[src/rtl/fb_display_fetch.sv]
// Display-side read stage of the double-buffered 320x240x12 frame buffer.
// Issues the BRAM read for each pixel, delays the timing signals to match
// the BRAM read latency, and owns the display/write bank select.
module fb_display_fetch #(
  parameter int READ_LATENCY = 2,
  parameter int H_ACTIVE     = 640,
  parameter int V_ACTIVE     = 480
) (
  input  logic        clk,
  input  logic        reset,
  input  logic [9:0]  hcount,
  input  logic [9:0]  vcount,
  input  logic        hsync,
  input  logic        vsync,
  input  logic        blank,
  input  logic [16:0] pix_addr,
  output logic [17:0] bram_addr,
  input  logic [11:0] bram_dout,
  input  logic        swap_req,
  output logic        swap_ack,
  output logic        write_bank,
  output logic [3:0]  vga_r,
  output logic [3:0]  vga_g,
  output logic [3:0]  vga_b,
  output logic        vga_hsync,
  output logic        vga_vsync,
  output logic        vga_blank
);

  // Stage k of the delay lines is visible at T+1+k; the last stage lines up
  // with bram_dout, and the output registers add the final cycle.
  localparam int DEPTH = READ_LATENCY + 1;

  logic             display_bank;
  logic             frame_edge;
  logic             active_in;
  logic [DEPTH-1:0] act_d;
  logic [DEPTH-1:0] hs_d;
  logic [DEPTH-1:0] vs_d;
  logic [DEPTH-1:0] bl_d;

  assign frame_edge = (hcount == 10'd0) && (vcount == 10'(V_ACTIVE));
  assign active_in  = !blank && (hcount < 10'(H_ACTIVE)) && (vcount < 10'(V_ACTIVE));
  assign write_bank = ~display_bank;

  // Bank select: swap only at the first pixel of vblank while a request is held.
  always_ff @(posedge clk) begin
    if (reset) begin
      display_bank <= 1'b0;
      swap_ack     <= 1'b0;
    end else if (frame_edge && swap_req) begin
      display_bank <= ~display_bank;
      swap_ack     <= 1'b1;
    end else begin
      swap_ack     <= 1'b0;
    end
  end

  // Read address uses the bank in force when the pixel was presented.
  always_ff @(posedge clk) begin
    if (reset) bram_addr <= 18'd0;
    else       bram_addr <= {display_bank, pix_addr};
  end

  // Timing and active-flag delay lines covering address register + BRAM latency.
  always_ff @(posedge clk) begin
    if (reset) begin
      act_d <= '0;
      hs_d  <= '0;
      vs_d  <= '0;
      bl_d  <= '0;
    end else begin
      act_d <= {act_d[DEPTH-2:0], active_in};
      hs_d  <= {hs_d[DEPTH-2:0],  hsync};
      vs_d  <= {vs_d[DEPTH-2:0],  vsync};
      bl_d  <= {bl_d[DEPTH-2:0],  blank};
    end
  end

  // Registered VGA outputs; pixels outside the active area are forced black.
  always_ff @(posedge clk) begin
    if (reset) begin
      vga_r     <= 4'd0;
      vga_g     <= 4'd0;
      vga_b     <= 4'd0;
      vga_hsync <= 1'b0;
      vga_vsync <= 1'b0;
      vga_blank <= 1'b0;
    end else begin
      if (act_d[DEPTH-1]) begin
        vga_r <= bram_dout[11:8];
        vga_g <= bram_dout[7:4];
        vga_b <= bram_dout[3:0];
      end else begin
        vga_r <= 4'd0;
        vga_g <= 4'd0;
        vga_b <= 4'd0;
      end
      vga_hsync <= hs_d[DEPTH-1];
      vga_vsync <= vs_d[DEPTH-1];
      vga_blank <= bl_d[DEPTH-1];
    end
  end

endmodule
[config.mk]
export PLATFORM = sky130hd
export DESIGN_NAME = fb_display_fetch
export DESIGN_NICKNAME = d
export VERILOG_FILES = /design/src/rtl/fb_display_fetch.sv
export SDC_FILE = /design/constraint.sdc
export NUM_CORES = 1
export LEC_CHECK = 0
export CAP_MARGIN = 25
export CORE_MARGIN = 3
export CORE_UTILIZATION = 40
export CTS_BUF_LIST = sky130_fd_sc_hd__clkbuf_4
export CTS_CLUSTER_SIZE = 40
export DETAILED_ROUTE_END_ITERATION = 16
export DONT_BUFFER_PORTS = 1
export GPL_TIMING_DRIVEN = 1
export HOLD_SLACK_MARGIN = 0.12
export PLACE_DENSITY_LB_ADDON = 0.1
export SYNTH_ARGS = -nofsm -noshare
export SYNTH_HDL_FRONTEND = slang
export SYNTH_SLANG_ARGS = --single-unit
[constraint.sdc]
create_clock -name clk -period 2.9 [get_ports clk]
set_clock_uncertainty 0.1 [all_clocks]
set_input_delay 0.58 -clock clk [delete_from_list [all_inputs] [get_ports clk]]
set_output_delay 0.58 -clock clk [all_outputs]
set_load 0.02 [all_outputs]
# Word-level counts from Yosys, hierarchy flattened
# Index checks and enable logic that the tools add are counted.
# classes
muxes	1
magnitude_cmp	2
bitwise	2
eq_ne	1
reduce_logical	7
# op_table
cell	count
equality test 10 x 9 -> 1 bit (second input constant)	1
logical NOT 10 bit	1
less-than comparator 10 bit (second input constant)	1
less-than comparator 10 x 9 -> 1 bit (second input constant)	1
logical AND 1 bit	4
inverter 1 bit	2
OR reduction 2 bit	1
logical NOT 1 bit	1
two-way mux 1 bit	1
# totals
out_inout_bits	35
elab_cells	26
reg_bits	47
in_bits	55

# Depth between registers and ports, before layout
# Gate-level depths: netlist (run 1).
# logic_depth
word_depth	4
ltp_mapped	4
mapped_depth_nobuf	4

# Worst setup path before layout (run 1)
# No wires, ideal clock.
# synth_path
path_kind	input to register
start	in hcount[0]
end	reg display_bank
setup_slack_ps	1277
setup_time_ps	123
required_time_ps	2677
t_arrival_ps	1399
path_buffers	0
stages	4
cell_sequence	nor4_1 nand2_1 nor3_2 mux2_1
# synth_via
elab_chain_len	3
# synth_lines
element	line_no	source
start: declaration	11	input logic [9:0] hcount,
logical NOT 10 bit	42	assign frame_edge = (hcount == 10'd0) && (vcount == 10'(V_ACTIVE));
logical AND 1 bit	42	
logical AND 1 bit	51	end else if (frame_edge && swap_req) begin
end signal: assignment	52	display_bank <= ~display_bank;
end: declaration	34	logic display_bank;
# No other way between the ends.
# A chain may end at the register's enable or synchronous reset.

# Final worst setup path (run 1)
# layout_path
start	reg display_bank
end	out write_bank
# layout_via
elab_chain_len	1
# layout_lines
element	line_no	source
inverter 1 bit	44	assign write_bank = ~display_bank;
end: declaration	21	output logic write_bank,
# No other way between the ends.

==> results of run 1 <==
[metrics by stage]
stage	hold slack (ns)	std cells	worst slack (ns)	instance area, µm²	power, µW
2_1_floorplan	0.3138	113	1.277	1345	724.4
3_3_place_gp	0.3171	152	1.255	1380	721.2
3_5_place_dp	0.3204	152	1.200	1380	722.9
4_1_cts	0.1724	159	1.365	1426	985.4
5_1_grt	0.1465	159	1.316	1426	1019
6_report	0.1942	159	1.393	1426	967.9
[cell usage in the layout (no fill, tap or decap)]
master	n
and2_1	12
and3_1	1
clkbuf_4	5
clkinv_1	1
clkinv_2	1
dfxtp_1	47
inv_1	1
mux2_1	1
nand2_1	2
nand4_1	1
nor2_1	2
nor2b_1	33
nor3_1	1
nor3_2	1
nor4_1	4
nor4b_2	1
o21ai_0	1
[sequential cells by signal, summed over array words and instances (netlist names), 3 cells and up]
signal     flops
act_d          3
bl_d           3
bram_addr     18
hs_d           3
vga_b          4
vga_g          4
vga_r          4
vs_d           3
[routing by layer]
metal  part of all wire, %  wire length, µm  up-vias
met3                    16              349        4
met2                    51             1119       62
met1                    31              675      312
li1                      -                -      354
met4                   2.1               46        0
met5                     0                0        -
[logic make-up after synthesis]
group / Yosys count / share of synthesized area, %
buf+inv: 6 / 1.766
mux: 1 / 0.8371
simple gates: 58 / 27.07
flops: 47 / 69.95
compound gates: 1 / 0.3717
[worst max path at each step]
stage,end,cells past startpoint,slack (ns),startpoint
after detailed placement,display_bank,4,1.20,hcount[1]
after global routing,write_bank,1,1.32,display_bank
after floorplan,display_bank,4,1.28,hcount[0]
final,write_bank,1,1.39,display_bank
after global placement,display_bank,4,1.26,hcount[0]
after CTS,write_bank,1,1.37,display_bank
[power by group through the flow]
stage / logic [µW] / registers (µW) / clock network [µW]
after global placement: 17.0 / 704 / 0
after global routing: 20.6 / 691 / 307
after detailed placement: 18.1 / 705 / 0
after CTS: 18.3 / 690 / 277
after floorplan: 22.4 / 702 / 0
final: 17.6 / 689 / 261
[layout make-up]
type | count | area share [%]
clock inverters | 2 | 0.6140
flip-flops and latches | 47 | 65.96
well taps | 44 | 3.860
inverters | 1 | 0.2632
clock buffers | 5 | 2.632
multi-input cells | 60 | 26.67
==> flow_summary_export.csv, run 1 <==
group,metric,value,unit
outcome,outcome,"finished clean",
setup_path,reg2reg_slack,1.78,ns
pwr,internal-power,764.0,µW
global_routing,met2_usage,19.35,%
setup_path,r2r-end,"vga_g[2]",
hold_path,hold_path.startpoint,"reset",
clocking,post-cts-setup-buffers,0,
setup_path,crit_buf_inv,1,
clocking,cts.clk_slew.worst_paths,0.12,ns
timing,fmax,663.7,MHz
logic_synthesis,yosysSeqAreaShare,69.95,%
route,drtIter0Drc,21,
clocking,htreeDepth,2,
pwr,power.switching,203.9,µW
logic_synthesis,synth_flop_cell,"dfxtp_1",
global_routing,grtUsageTotal,11.26,%
clocking,cts_buffer_depth,2,
pwr,irDropWorstVdd,0.0002529,V
clocking,cts_hold_buf,0,
global_routing,grt_busiest_layer,"met2",
route,routed_wl,2191,µm
pwr,p_clk_share,27.0,%
setup_path,cp_max_fo,2,
placed_design,port_buffers,0,
setup_path,critPathMaxStageDelay,0.33,ns
timing,post-route-min-period,1.507,ns
logic_synthesis,synth_top_cell_by_area,"dfxtp_1",
clocking,cts_tree,"done",
pwr,p_sw_share,21.06,%
cells_and_area,syn2layout_area_growth,6.047,%
setup_path,reg2reg_from,"act_d[2]",
logic_synthesis,yosys.cell_types.count,16,
route,detail-route-antenna-nets,0,
logic_synthesis,syn_nets,168,
global_routing,use_met3,7.909,%
hold_path,hold_path_end,"bram_addr[3]",
floorplan,die-area,0.004094,mm²
logic_synthesis,synth_area,0.001345,mm²
route,vias_per_cell,4.604,
timing,finalSetupTns,0,ns
floorplan,core_area,0.003128,mm²
route,routedWlPerCell,13.78,µm
logic_synthesis,synth-seq-cells,47,
cells_and_area,drive_above_1_share,6.957,%
global_routing,grt_remaining_overflow,0,
cells_and_area,num_antenna_cells,0,
floorplan,die_w,63.99,µm
logic_synthesis,syn_inst,113,
setup_path,critical-path-slowest-cell,"dfxtp_1",
clocking,cts.sinks,47,
route,drtPass1Iterations,3,
hold_path,hold_depth,1,
pwr,p_seq_share,71.2,%
setup_path,crit_required,2.22,ns
logic_synthesis,synth.most_common_cell,"dfxtp_1",
pwr,p_leak,0.0005455,µW
floorplan,io_pins,90,
setup_path,cp-start-kind,"flip-flop",
global_routing,grt_use_met1,8.970,%
cells_and_area,seq_area,940.9,µm²
cells_and_area,multi_input_area,380.4,µm²
placed_design,dpl.hpwl,1642,µm
pwr,pwr_density_cell,678.6,mW/mm²
setup_path,arrival,0.83,ns
cells_and_area,nets,170,
timing,rsz0062_at_grt,"no",
logic_synthesis,syn_area_per_cell,11.90,µm²
global_routing,grt_first_pass_wirelength,3312,µm
route,vias,732,
clocking,cts_inserted_buffers,5,
global_routing,antenna_found_initial,0,
setup_path,r2r_cells,2,
floorplan,initial_utilization,43.00,%
global_routing,grt_max_degree,37,
logic_synthesis,yosys_warnings,0,
timing,min_period_over_period,51.95,%
global_routing,grt_pass1_vias,751,
timing,finalHoldViolations,0,
floorplan,die_y,63.99,µm
timing,relSlewSlack,63.45,%
timing,finalMaxSlewViolations,0,
route,drc,0,
floorplan,row_count,20,
clocking,root_buffer,"clkbuf_4",
clocking,worstSkewPairLatency,0.33,ns
setup_path,cp_cell_sequence,"inv_1",
placed_design,gp_congestion,0.6424,
setup_path,path_class,"reg -> out",
hold_path,min_path_type,"in -> reg",
logic_synthesis,synth-async-reset-ratio,0,%
cells_and_area,fillCellCount,299,
timing,worstMarginPinSlew,0.5471,ns
timing,finalSetupViolCount,0,
cells_and_area,post-route-util,45.60,%
logic_synthesis,synth_edf_count,0,
logic_synthesis,ys_top_cells_by_area,"dfxtp_1, nor2b_1, and2_1",
clocking,cts_resized,0,
pwr,combPwrFrac,1.8,%
setup_path,cp-end-kind,"primary output",
run,cap_violations,0,
setup_path,crit_family,"flip-flops",
logic_synthesis,yosys.area.top_type_share,69.95,%
logic_synthesis,yosys-top-cells-count,"dfxtp_1, nor2b_1, and2_1, clkbuf_1, nor4_1",
No activity file was read; power rests on OpenSTA's default activity.
==> inputs of run 2 (changes only) <==
Clock period 2.9 ns to 1.22 ns, I/O delays scaled along.
==> run 2 against run 1 <==
Compared with the run above:
- non-clock buffer count is 55 higher
- clock power increased to 2.6 times the previous value
- combinational power increased to 9.9 times the previous value
- worst hold slack got worse by 0.19 ns
- power rose to 2.6 times the previous value
- sequential share of layout area shrank 20 points
- design area is 42% higher
- wire length is 32% higher
- utilization up 19 points
- cell count is 35% higher
- clock-buffer cell count increased by 1
- worst setup slack got worse by 1.4 ns
- highest routed layer unchanged
==> flow_summary_export.csv, run 2 (synthesis results as in run 1) <==
group,metric,value,unit
floorplan,die_w,63.99,µm
pwr,power.switching,540.7,µW
pwr,p_clk_share,27.1,%
timing,fmax,824.0,MHz
pwr,internal-power,1947,µW
timing,relSlewSlack,84.45,%
timing,worstMarginPinSlew,0.2311,ns
timing,finalHoldViolations,0,
setup_path,arrival,0.87,ns
route,vias_per_cell,4.470,
floorplan,die_y,63.99,µm
setup_path,path_class,"reg -> out",
floorplan,die-area,0.004094,mm²
floorplan,row_count,20,
placed_design,gp_congestion,0.6058,
clocking,root_buffer,"clkbuf_4",
route,routedWlPerCell,13.50,µm
global_routing,grt_first_pass_wirelength,4533,µm
pwr,irDropWorstVdd,0.0006723,V
clocking,worstSkewPairLatency,0.34,ns
clocking,cts.clk_slew.worst_paths,0.12,ns
run,cap_violations,0,
outcome,outcome,"finished clean",
cells_and_area,final_common_cell,"dlygate4sd3_1",
cells_and_area,finalNonFillerCells,215,
timing,post-route-min-period,1.214,ns
setup_path,cp-start-kind,"flip-flop",
pwr,p_seq_share,65.9,%
route,drtIter0Drc,28,
placed_design,dpl.hpwl,1602,µm
timing,rsz0062_at_grt,"yes",
pwr,combPwrFrac,7.0,%
timing,setup_ws,0.006477,ns
setup_path,cp_max_fo,2,
global_routing,grt_remaining_overflow,0,
cells_and_area,drive_above_1_share,11.11,%
cells_and_area,final_cell_mix,"dlygate4sd3_1, dfxtp_1, nor2b_1",
clocking,htreeDepth,2,
floorplan,initial_utilization,43.00,%
global_routing,grt_pass1_vias,995,
hold_path,hold_path.startpoint,"hcount[1]",
route,drc,0,
pwr,total_power,2487,µW
cells_and_area,design_area,0.002029,mm²
clocking,cts_buffer_depth,2,
clocking,cts_tree,"done",
clocking,cts.sinks,47,
global_routing,antenna_found_initial,0,
placed_design,port_buffers,0,
placed_design,dp_cells,155,
cells_and_area,syn2layout_area_growth,50.88,%
pwr,p_sw_share,21.74,%
route,routed_wl,2903,µm
timing,finalMaxSlewViolations,0,
clocking,cts_hold_buf,51,
cells_and_area,fillCellCount,253,
route,drtPass1Iterations,2,
global_routing,grt_max_degree,36,
global_routing,grtUsageTotal,14.77,%
cells_and_area,regMostFlops,"bram_addr",
hold_path,min_path_type,"in -> reg",
timing,finalSetupTns,0,ns
timing,min_period_over_period,99.47,%
setup_path,crit_required,0.88,ns
pwr,pwr_density_cell,1226,mW/mm²
placed_design,placed_area,0.001439,mm²
timing,finalSetupViolCount,0,
floorplan,core_area,0.003128,mm²
placed_design,place_ws,-0.1016,ns
setup_path,crit_start,"display_bank",
setup_path,reg2reg_from,"bl_d[0]",
route,detail-route-antenna-nets,0,
cells_and_area,nets,225,
pwr,p_leak,0.0008343,µW
cells_and_area,num_antenna_cells,0,
floorplan,io_pins,90,
setup_path,cp-end-kind,"primary output",
clocking,cts_inserted_buffers,5,
cells_and_area,largest_reg_flops,18,
route,vias,961,
run 2: changes by cell type in the layout (fill, tap and decap cells not counted), moves of 2 or more:
cell,previous run,this run
dlygate4sd3_1,0,49
buf_4,0,3
nor4_1,4,1
nor4_4,0,2
run 2: routing by layer:
layer / up-vias / wire length [µm] / GRT usage (%)
li1: 465 / - / -
met1: 428 / 1045 / 14.00
met2: 63 / 1508 / 26.97
met3: 5 / 298 / 6.678
met4: 0 / 51 / 6.469
met5: - / 0 / 0
run 2: final cells by class:
class                           count  area [µm²]  area share, %
Sequential cell                    47       942.2          46.42
Timing Repair Buffer               55       556.8          27.44
Multi-Input combinational cell     60       419.2          20.65
Tap cell                           44       55.05          2.713
Clock buffer                        6       45.04          2.219
Clock inverter                      2       7.507         0.3699
Inverter                            1       3.754         0.1850
run 2: what timing repair did:
| action | CTS | global route |
|---|---|---|
| setup endpoints to repair | 1 | 3 |
| pin swaps | 0 | 1 |
| hold endpoints to repair | 47 | 20 |
| buffers inserted | 0 | 1 |
| gates cloned | 0 | 0 |
| gates resized for setup | 3 | 2 |
run 2: power by group through the flow:
stage / logic [µW] / registers (µW) / clock network, µW
2_1_floorplan: 56.3 / 1670 / 0
3_3_place_gp: 44.3 / 1670 / 0
3_5_place_dp: 46.7 / 1680 / 0
4_1_cts: 174 / 1640 / 701
5_1_grt: 193 / 1640 / 754
6_report: 174 / 1640 / 674
run 2: through the flow:
stage	hold slack (ns)	util, %
after global placement	0.2191	46.00
after CTS	-0.02082	64.48
after floorplan	0.2657	-
after detailed placement	0.2203	46.00
final	0.0001673	64.88
after global routing	0.002355	64.88
run 2: path summary, 6_finish.rpt:
kind                        to  slack, ns  cells past startpoint
hold reg to reg   display_bank       0.48                      2
hold / removal        swap_ack     0.0002                      3
setup reg to reg       bl_d[1]       0.03                      2
setup / recovery    write_bank      0.006                      2
run 2: worst max-delay path, cell delays in order (launching register included):
cell     delay, ns
dfxtp_2       0.34
inv_2         0.07
buf_6         0.11
==> inputs of run 3 (changes only) <==
Settings changed: CORE_UTILIZATION 40 to 51.
==> run 3 against run 2 <==
Compared with the run above:
- sequential cell count unchanged
- combinational power decreased by 4%
- via count increased by 0.21%
- critical endpoint unchanged
- largest cell class unchanged
- design area decreased by 2.2%
- cell count decreased by 8.8%
- first-iteration DRC count decreased by 18%
- largest power group unchanged
- global-route usage increased by 5.8 points
- sequential share of layout area increased by 1.0 points
- critical path depth unchanged
- fmax about the same
- power increased by 1.3%
==> flow_summary_export.csv, run 3 (synthesis results as in run 1) <==
group,metric,value,unit
route,routed_wl,3206,µm
cells_and_area,largest_reg_flops,18,
hold_path,min_path_type,"in -> reg",
placed_design,dp_cells,139,
pwr,irDropWorstVdd,0.001028,V
cells_and_area,post-route-util,84.10,%
route,drtPass1Iterations,3,
setup_path,crit_required,0.88,ns
pwr,power.switching,541.5,µW
setup_path,cp_max_fo,2,
pwr,combPwrFrac,6.6,%
clocking,post-cts-setup-buffers,0,
clocking,cts.sinks,47,
setup_path,cp_cell_sequence,"inv_2 > buf_6",
timing,relSlewSlack,77.11,%
placed_design,port_buffers,0,
run,cap_violations,0,
route,drc,0,
clocking,root_buffer,"clkbuf_4",
timing,finalHoldViolations,0,
floorplan,row_count,17,
timing,holdWs,0.007179,ns
clocking,cts_buffer_depth,2,
pwr,p_clk_share,28.2,%
timing,finalSetupViolCount,0,
outcome,outcome,"finished clean",
cells_and_area,num_antenna_cells,0,
pwr,pwr_density_cell,1268,mW/mm²
timing,worstMarginPinSlew,0.3433,ns
floorplan,die_y,57.36,µm
setup_path,critical-path-slowest-cell,"dfxtp_2",
setup_path,critPathMaxStageDelay,0.36,ns
route,detail-route-antenna-nets,0,
placed_design,placed_area,0.001419,mm²
hold_path,hold_depth,3,
setup_path,crit_family,"flip-flops",
timing,fmax,823.9,MHz
pwr,p_seq_share,65.1,%
route,drtIter0Drc,23,
global_routing,grt_pass1_vias,1064,
clocking,htreeDepth,2,
timing,post-route-min-period,1.214,ns
pwr,internal-power,1977,µW
pwr,p_leak,0.0008334,µW
global_routing,grtUsageTotal,20.57,%
setup_path,cp-start-kind,"flip-flop",
clocking,cts.clk_slew.worst_paths,0.11,ns
timing,min_period_over_period,99.48,%
clocking,worstSkewPairLatency,0.35,ns
cells_and_area,syn2layout_area_growth,47.63,%
floorplan,initial_utilization,56.97,%
route,vias_per_cell,4.913,
floorplan,die-area,0.003290,mm²
setup_path,cp.depth,2,
setup_path,path_class,"reg -> out",
setup_path,crit_buf_inv,2,
cells_and_area,drive_above_1_share,11.90,%
cells_and_area,final_common_cell,"dlygate4sd3_1",
clocking,cts_inserted_buffers,5,
placed_design,dpl.hpwl,1635,µm
global_routing,grt_max_degree,31,
timing,finalSetupTns,0,ns
timing,finalMaxSlewViolations,0,
setup_path,r2r_cells,2,
global_routing,grt_remaining_overflow,0,
cells_and_area,regMostFlops,"bram_addr",
setup_path,cp-end-kind,"primary output",
cells_and_area,nets,222,
route,routedWlPerCell,16.36,µm
global_routing,antenna_found_initial,0,
cells_and_area,final_cell_mix,"dlygate4sd3_1, dfxtp_1, nor2b_1",
clocking,cts_tree,"done",
floorplan,die_w,57.36,µm
placed_design,gp_congestion,0.6458,
route,vias,963,
floorplan,io_pins,90,
pwr,p_sw_share,21.50,%
cells_and_area,fillCellCount,131,
floorplan,core_area,0.002361,mm²
cells_and_area,design_area,0.001986,mm²
timing,rsz0062_at_grt,"yes",
global_routing,grt_first_pass_wirelength,5043,µm
cells_and_area,finalNonFillerCells,196,
setup_path,arrival,0.87,ns
==> run 3: cell count changes in the layout (fill, tap and decap cells not counted) <==
cell	change
nor4_1	-1
nor2b_1	-1
nor2_2	-1
nor2b_2	+1
clkinv_2	+1
clkinv_1	-2
dlymetal6s4s_1	+1
nor4_2	+1
buf_12	-1
nor2_1	+1
clkbuf_4	+1
buf_4	-1
dlygate4sd3_1	-2
==> run 3: what timing repair did <==
item                                   in CTS  in global routing
endpoints found under the hold margin      47                  3
pin swaps                                   0                  1
hold buffers                               50                  1
setup endpoints to repair                   1                  5
gates resized for setup                     3                  4
==> run 3: power groups by stage <==
stage               sequential, µW  clock, µW  combinational [µW]
floorplan                     1670          0                56.3
global placement              1670          0                44.3
detailed placement            1680          0                46.7
CTS                           1640        700                 156
global route                  1640        769                 182
finish                        1640        711                 167
==> run 3: final cells by class <==
cell class                 instances  area [µm²]  area share [%]
sequential                        47       942.2           47.45
timing repair buffer              52       521.8           26.28
multi-input combinational         60       425.4           21.42
clock buffer                       7       52.55           2.647
tap                               28       35.03           1.764
clock inverter                     1       5.005          0.2520
inverter                           1       3.754          0.1890
==> run 3: final timing paths <==
check               startpoint         end  slack (ns)
hold reg to reg        vs_d[1]     vs_d[2]        0.36
setup reg to reg       vs_d[2]   vga_vsync        0.03
setup / recovery  display_bank  write_bank       0.006
hold / removal       hcount[1]    swap_ack       0.007
==> run 3: routing by layer <==
layer	GRT usage [%]	up-vias	wire, µm
met1	19.80	426	1079
li1	-	460	-
met3	6.787	9	316
met2	38.55	68	1723
met4	9.934	0	87
met5	0	-	0
==> run 3: tightest hold or removal path: stages <==
cell and delay (ns):
nor4b_2 0.02, nand2_1 0.10, nor4_2 0.06
==> run 3: per-stage QoR <==
stage / worst slack [ns] / power, µW
after floorplan: -0.05262 / 1725
after global placement: -0.07085 / 1718
after detailed placement: -0.1112 / 1722
after CTS: 0.01535 / 2496
after global routing: -0.01945 / 2596
final: 0.006301 / 2519
